`config.mk`:
```
export PLATFORM = sky130hd
export DESIGN_NAME = dac_serial_tx
export DESIGN_NICKNAME = d
export VERILOG_FILES = /design/src/rtl/dac_tx_pkg.sv /design/src/rtl/dac_tick_gen.sv /design/src/rtl/dac_serial_tx.sv
export SDC_FILE = /design/constraint.sdc
export NUM_CORES = 1
export LEC_CHECK = 0
export BUFFER_PORTS_ARGS = -buffer_cell sky130_fd_sc_hd__buf_2
export CORE_MARGIN = 1.5
export CORE_UTILIZATION = 57
export DETAILED_ROUTE_END_ITERATION = 10
export MAX_ROUTING_LAYER = met4
export PLACE_DENSITY = 0.79
export SLEW_MARGIN = 20
export SYNTH_ARGS = -nofsm -noshare
export SYNTH_HDL_FRONTEND = slang
export SYNTH_SLANG_ARGS = --single-unit
```
`constraint.sdc`:
```
create_clock -name clk -period 3.2 [get_ports clk]
set_input_delay 0.32 -clock clk [delete_from_list [all_inputs] [get_ports clk]]
set_output_delay 0.32 -clock clk [all_outputs]
set_load 0.05 [all_outputs]
```
`src/rtl/dac_tx_pkg.sv`:
```
// rtl/dac_tx_pkg.sv - shared types, constants and sizing helper for the DAC serial transmitter
package dac_tx_pkg;

    typedef enum logic [1:0] {
        IDLE  = 2'd0,
        SETUP = 2'd1,
        SHIFT = 2'd2,
        GAP   = 2'd3
    } tx_state_t;

    localparam int FRAME_HDR_W = 4;

    // bits needed for a counter running 0..n-1 (never less than one bit)
    function automatic int ctr_w(input int n);
        return (n <= 2) ? 1 : $clog2(n);
    endfunction

endpackage

```
`src/rtl/dac_tick_gen.sv`:
```
// rtl/dac_tick_gen.sv - clock-enable divider producing a one-cycle tick every CLK_DIV clocks
module dac_tick_gen
    import dac_tx_pkg::*;
#(
    parameter int CLK_DIV = 4
) (
    input  logic clk,
    input  logic rst,
    input  logic clear,
    output logic tick
);

    localparam int CW = ctr_w(CLK_DIV);
    localparam logic [CW-1:0] LAST = CW'(CLK_DIV - 1);

    logic [CW-1:0] cnt;

    // divider: held at zero while cleared, otherwise wraps at CLK_DIV-1
    always_ff @(posedge clk) begin
        if (!rst) begin
            cnt <= '0;
        end else if (clear || cnt == LAST) begin
            cnt <= '0;
        end else begin
            cnt <= cnt + CW'(1);
        end
    end

    assign tick = !clear && (cnt == LAST);

endmodule

```
`src/rtl/dac_serial_tx.sv`:
```
// rtl/dac_serial_tx.sv - sample-to-SPI DAC frame serialiser; define DAC_TX_DBUF_EN for a one-entry holding register
module dac_serial_tx
    import dac_tx_pkg::*;
#(
    parameter int         DATA_W    = 12,
    parameter int         CLK_DIV   = 4,
    parameter int         GAP_TICKS = 2,
    parameter logic [1:0] PD_MODE   = 2'b00
) (
    input  logic              clk,
    input  logic              rst,
    input  logic              sample_valid,
    input  logic [DATA_W-1:0] sample,
    output logic              sample_ready,
    output logic              sync_n,
    output logic              sclk,
    output logic              sdata,
    output logic              busy
);

    localparam int FRAME_BITS  = DATA_W + FRAME_HDR_W;
    localparam int SHIFT_TICKS = 2 * FRAME_BITS;
    localparam int TCNT_N      = (SHIFT_TICKS > GAP_TICKS) ? SHIFT_TICKS : GAP_TICKS;
    localparam int TCNT_W      = ctr_w(TCNT_N);
    localparam logic [TCNT_W-1:0] SHIFT_LAST = TCNT_W'(SHIFT_TICKS - 1);
    localparam logic [TCNT_W-1:0] GAP_LAST   = TCNT_W'(GAP_TICKS - 1);

    tx_state_t             state;
    tx_state_t             state_next;
    logic [FRAME_BITS-1:0] shift_reg;
    logic [TCNT_W-1:0]     tcnt;
    logic                  phase;
    logic                  tick;
    logic                  accept;
    logic                  idle_start;
    logic                  gap_restart;
    logic                  load;
    logic [DATA_W-1:0]     load_data;
    logic                  sync_n_d;
    logic                  sclk_d;
    logic                  sdata_d;

    dac_tick_gen #(
        .CLK_DIV (CLK_DIV)
    ) u_tick (
        .clk   (clk),
        .rst   (rst),
        .clear (state == IDLE),
        .tick  (tick)
    );

    assign accept = sample_valid && sample_ready;
    assign busy   = (state != IDLE);
    // a frame is (re)loaded whenever SETUP is entered from outside
    assign load   = (state_next == SETUP) && (state != SETUP);

`ifdef DAC_TX_DBUF_EN
    logic              hold_valid;
    logic [DATA_W-1:0] hold_data;

    assign sample_ready = !hold_valid;
    assign idle_start   = hold_valid || accept;
    assign gap_restart  = hold_valid;
    assign load_data    = hold_valid ? hold_data : sample;

    // holding register: fills on accepts while a frame is in flight, drains into the shifter on load
    always_ff @(posedge clk) begin
        if (!rst) begin
            hold_valid <= 1'b0;
            hold_data  <= '0;
        end else if (accept && state != IDLE) begin
            hold_valid <= 1'b1;
            hold_data  <= sample;
        end else if (load && hold_valid) begin
            hold_valid <= 1'b0;
        end
    end
`else
    assign sample_ready = (state == IDLE);
    assign idle_start   = accept;
    assign gap_restart  = 1'b0;
    assign load_data    = sample;
`endif

    // state register
    always_ff @(posedge clk) begin
        if (!rst) begin
            state <= IDLE;
        end else begin
            state <= state_next;
        end
    end

    // next-state logic, advanced only on divider ticks once a frame is running
    always_comb begin
        state_next = state;
        case (state)
            IDLE:  if (idle_start) state_next = SETUP;
            SETUP: if (tick) state_next = SHIFT;
            SHIFT: if (tick && tcnt == SHIFT_LAST) state_next = GAP;
            GAP:   if (tick && tcnt == GAP_LAST) state_next = gap_restart ? SETUP : IDLE;
            default: state_next = IDLE;
        endcase
    end

    // shifter, tick counter and sclk phase; the shifter advances on each sclk rise
    always_ff @(posedge clk) begin
        if (!rst) begin
            shift_reg <= '0;
            tcnt      <= '0;
            phase     <= 1'b1;
        end else if (load) begin
            shift_reg <= {2'b00, PD_MODE, load_data};
            tcnt      <= '0;
            phase     <= 1'b1;
        end else begin
            case (state)
                SETUP: begin
                    if (tick) begin
                        phase <= 1'b0;
                        tcnt  <= '0;
                    end
                end
                SHIFT: begin
                    if (tick) begin
                        if (tcnt == SHIFT_LAST) begin
                            tcnt  <= '0;
                            phase <= 1'b1;
                        end else begin
                            tcnt  <= tcnt + TCNT_W'(1);
                            phase <= ~phase;
                            if (!phase) begin
                                shift_reg <= {shift_reg[FRAME_BITS-2:0], 1'b0};
                            end
                        end
                    end
                end
                GAP: begin
                    if (tick) begin
                        tcnt <= (tcnt == GAP_LAST) ? '0 : tcnt + TCNT_W'(1);
                    end
                end
                default: begin
                    tcnt <= '0;
                end
            endcase
        end
    end

    // wire-level values implied by the current state; registered below
    always_comb begin
        sync_n_d = 1'b1;
        sclk_d   = 1'b1;
        sdata_d  = 1'b0;
        case (state)
            SETUP: begin
                sync_n_d = 1'b0;
                sdata_d  = shift_reg[FRAME_BITS-1];
            end
            SHIFT: begin
                sync_n_d = 1'b0;
                sclk_d   = phase;
                sdata_d  = shift_reg[FRAME_BITS-1];
            end
            default: begin
                sync_n_d = 1'b1;
            end
        endcase
    end

    // registered pins keep sync_n/sclk/sdata glitch-free
    always_ff @(posedge clk) begin
        if (!rst) begin
            sync_n <= 1'b1;
            sclk   <= 1'b1;
            sdata  <= 1'b0;
        end else begin
            sync_n <= sync_n_d;
            sclk   <= sclk_d;
            sdata  <= sdata_d;
        end
    end

endmodule

```
==> results.cfg <==
[power_and_ir_drop]
p_per_area_mw_per_mm2 = 860.3
leakagePower_nw = 0.7136
combPwrFrac = 0.519
swShare = 0.4215
p_seq_frac = 0.339
p_switching_uw = 622.9
clock_power_share = 0.142
ir_drop_mv = 0.7354
p_int_uw = 854.9

[clock_tree]
cts_root_buf = clkbuf_4
cts_buffers = 5
cts.sinks = 29
cts_resized = 0
htreeDepth = 2
clk_path_buf_depth = 2
clkLatencyLatePin_ns = 0.31
cts_tree = built
cts_hold_buf = 0
path_clk_slew_ns = 0.08
postCtsSetupRepairBufs = 0

[die]
coreArea_mm2 = 0.002567
die_w_um = 55.88
fp.dieH_um = 55.88
ios = 20
num_rows = 18
initial_core_util = 0.6209
die_area_mm2 = 0.003123

[detailed_routing]
vias_per_cell = 5.670
initialDrtViolationCount = 60
drc = 0
wire_per_inst_um = 13.34
antenna_left = 0
vias = 1219
wl_um = 2868
drtPass1Iterations = 4

[yosys]
yosysMostFrequentCell = nand2_1
syn_area_per_cell_um2 = 9.603
postSynthCellCount = 166
synth_area_mm2 = 0.001594
ys.flop_type = dfxtp_1
yosys-mux-area-fraction = 0.1782
synth_cell_types = 39
syn-num-nets = 190
yosys_warnings = 0
yosys.area.top_type = dfxtp_1
synth-compound-area-share = 0.1162
ys_top_cells_by_area = dfxtp_1, mux2i_1, nand2_1
synth_top_family_by_area = simple AND/OR/NAND/NOR gates
synth_simple_gate_area_frac = 0.2072
async_flop_share = 0
synthTopCellsByCount = nand2_1, dfxtp_1, mux2i_1, mux2_2
synth-seq-area-share = 0.3642
synth_fa_ha_area_frac = 0.07064
synth_edf_count = 0
synth_top_area_share = 0.3642
synthXorXnorAreaFrac = 0
synth-seq-cells = 29

[place]
dp.cells = 208
dp_hpwl_um = 2085
portBuffers = 19
place.gp.congestion = 0.8120
pre_cts_slack_ns = 0.7440

[cells_and_area]
layout-drive-gt1-share = 0.2432
area_growth_pct = 7.771
nFillCells = 213
nNetsFinal = 209
post-route-util = 0.6691
largest_reg_flops = 16
stdcell_count = 215
n_antenna_cell = 0

[grt]
grt_pass1_vias = 1091
overflow = 0
antenna_found_initial = 0
grt_use_total = 0.1963
grt_first_pass_wirelength_um = 4726
grt_max_degree = 42

[run]
max_cap_violations = 0

[timing]
rsz0062_at_grt = no
fin_ws_ns = 0.7307
fmaxAchievable_mhz = 405.0
relSlewSlack = 0.5820
worst-slew-pin-transition_ns = 0.6271
fin_crit_sh = 0.7717
final-hold-violation-count = 0
holdWs_ns = 0.2497
skew_ns = 0.008910
tns_ns = 0
maxSlewViolCount = 0
setup_viol = 0
fin_crit_ns = 2.469

[critical_path]
arrival_ns = 2.70
worstRegToRegCells = 8
timing.rr.end = shift_reg[7]
critPathLaunch = state[0]
endpoint_kind = flop
critical_path_class = reg -> reg
r2r_start = state[0]
r2r_slack_ns = 0.73
crit_fanout = 22
worstSetupEndpoint = shift_reg[7]
crit_path_start_kind = flop
critPathRequiredTime_ns = 3.43

[hold_path]
hold_class = in -> reg

[run_status]
status = complete, no violations
==> final cells by class <==
cell class | instances | area [um2] | area share
multi-input combinational | 122 | 912.1 | 0.5310
sequential | 29 | 580.6 | 0.3379
timing repair buffer | 21 | 110.1 | 0.06409
clock buffer | 7 | 55.05 | 0.03205
tap | 30 | 37.54 | 0.02185
inverter | 6 | 22.52 | 0.01311
==> routing by layer <==
| layer | GRT usage | up-vias | wire length, um |
|---|---|---|---|
| met2 | 0.3112 | 29 | 1327 |
| met1 | 0.2435 | 564 | 1397 |
| met4 | 0.06122 | 0 | 24 |
| li1 | - | 621 | - |
| met5 | - | - | 0 |
| met3 | 0.05581 | 5 | 119 |
==> logic make-up after synthesis <==
logic type,Yosys count
and+or+nand+nor,61
DFF,29
muxes,27
AOI/OAI and AO/OA,25
buffers and inverters,15
adders and majority gates,9
==> cell usage in the layout, fill, tap and decap left out, types with 2 or more instances in the layout <==
cell type,Yosys,routed
nand2_1,31,31
dfxtp_1,29,29
buf_2,3,19
mux2i_1,16,16
mux2_2,10,10
a21oi_1,9,9
ha_1,9,9
nor3b_1,8,8
inv_1,6,6
clkbuf_4,0,5
nor2_1,4,4
a21o_1,4,4
o21ai_0,3,3
nand3b_1,3,3
nor2b_1,2,2
o21ai_2,2,2
nor4b_1,2,2
nor3_1,2,2
buf_4,1,2
==> per-stage QoR <==
step / area, um2 / total power, mW
finish: 1718 / 1.478
global route: 1718 / 1.578
CTS: 1718 / 1.486
detailed placement: 1663 / 1.270
global placement: 1663 / 1.240
floorplan: 1594 / 1.191
==> power by group through the flow <==
stage / logic (mW) / clock network (mW) / registers, mW
after floorplan: 0.680 / 0 / 0.511
after global placement: 0.738 / 0 / 0.502
after detailed placement: 0.760 / 0 / 0.510
after CTS: 0.766 / 0.219 / 0.501
after global routing: 0.831 / 0.236 / 0.511
final: 0.767 / 0.210 / 0.501
==> how the worst min path moves through the flow <==
stage / end / slack (ns) / depth (start not counted) / startpoint
2_1_floorplan: u_tick.cnt[0] / 0.41 / 1 / u_tick.cnt[0]
3_3_place_gp: u_tick.cnt[0] / 0.42 / 1 / u_tick.cnt[0]
3_5_place_dp: u_tick.cnt[0] / 0.44 / 1 / u_tick.cnt[0]
4_1_cts: shift_reg[9] / 0.24 / 3 / sample[9]
5_1_grt: shift_reg[9] / 0.23 / 3 / sample[9]
6_report: shift_reg[2] / 0.25 / 3 / sample[2]
==> worst max-delay path, cell delays in order, from the launching register on <==
cell and delay (ns):
dfxtp_1 0.40, inv_1 0.12, ha_1 0.29, nor2b_1 0.33, a41oi_1 0.19, a21o_2 0.24
a221oi_4 0.24, buf_4 0.33, mux2i_1 0.24
(Power assumes the default switching activity.)
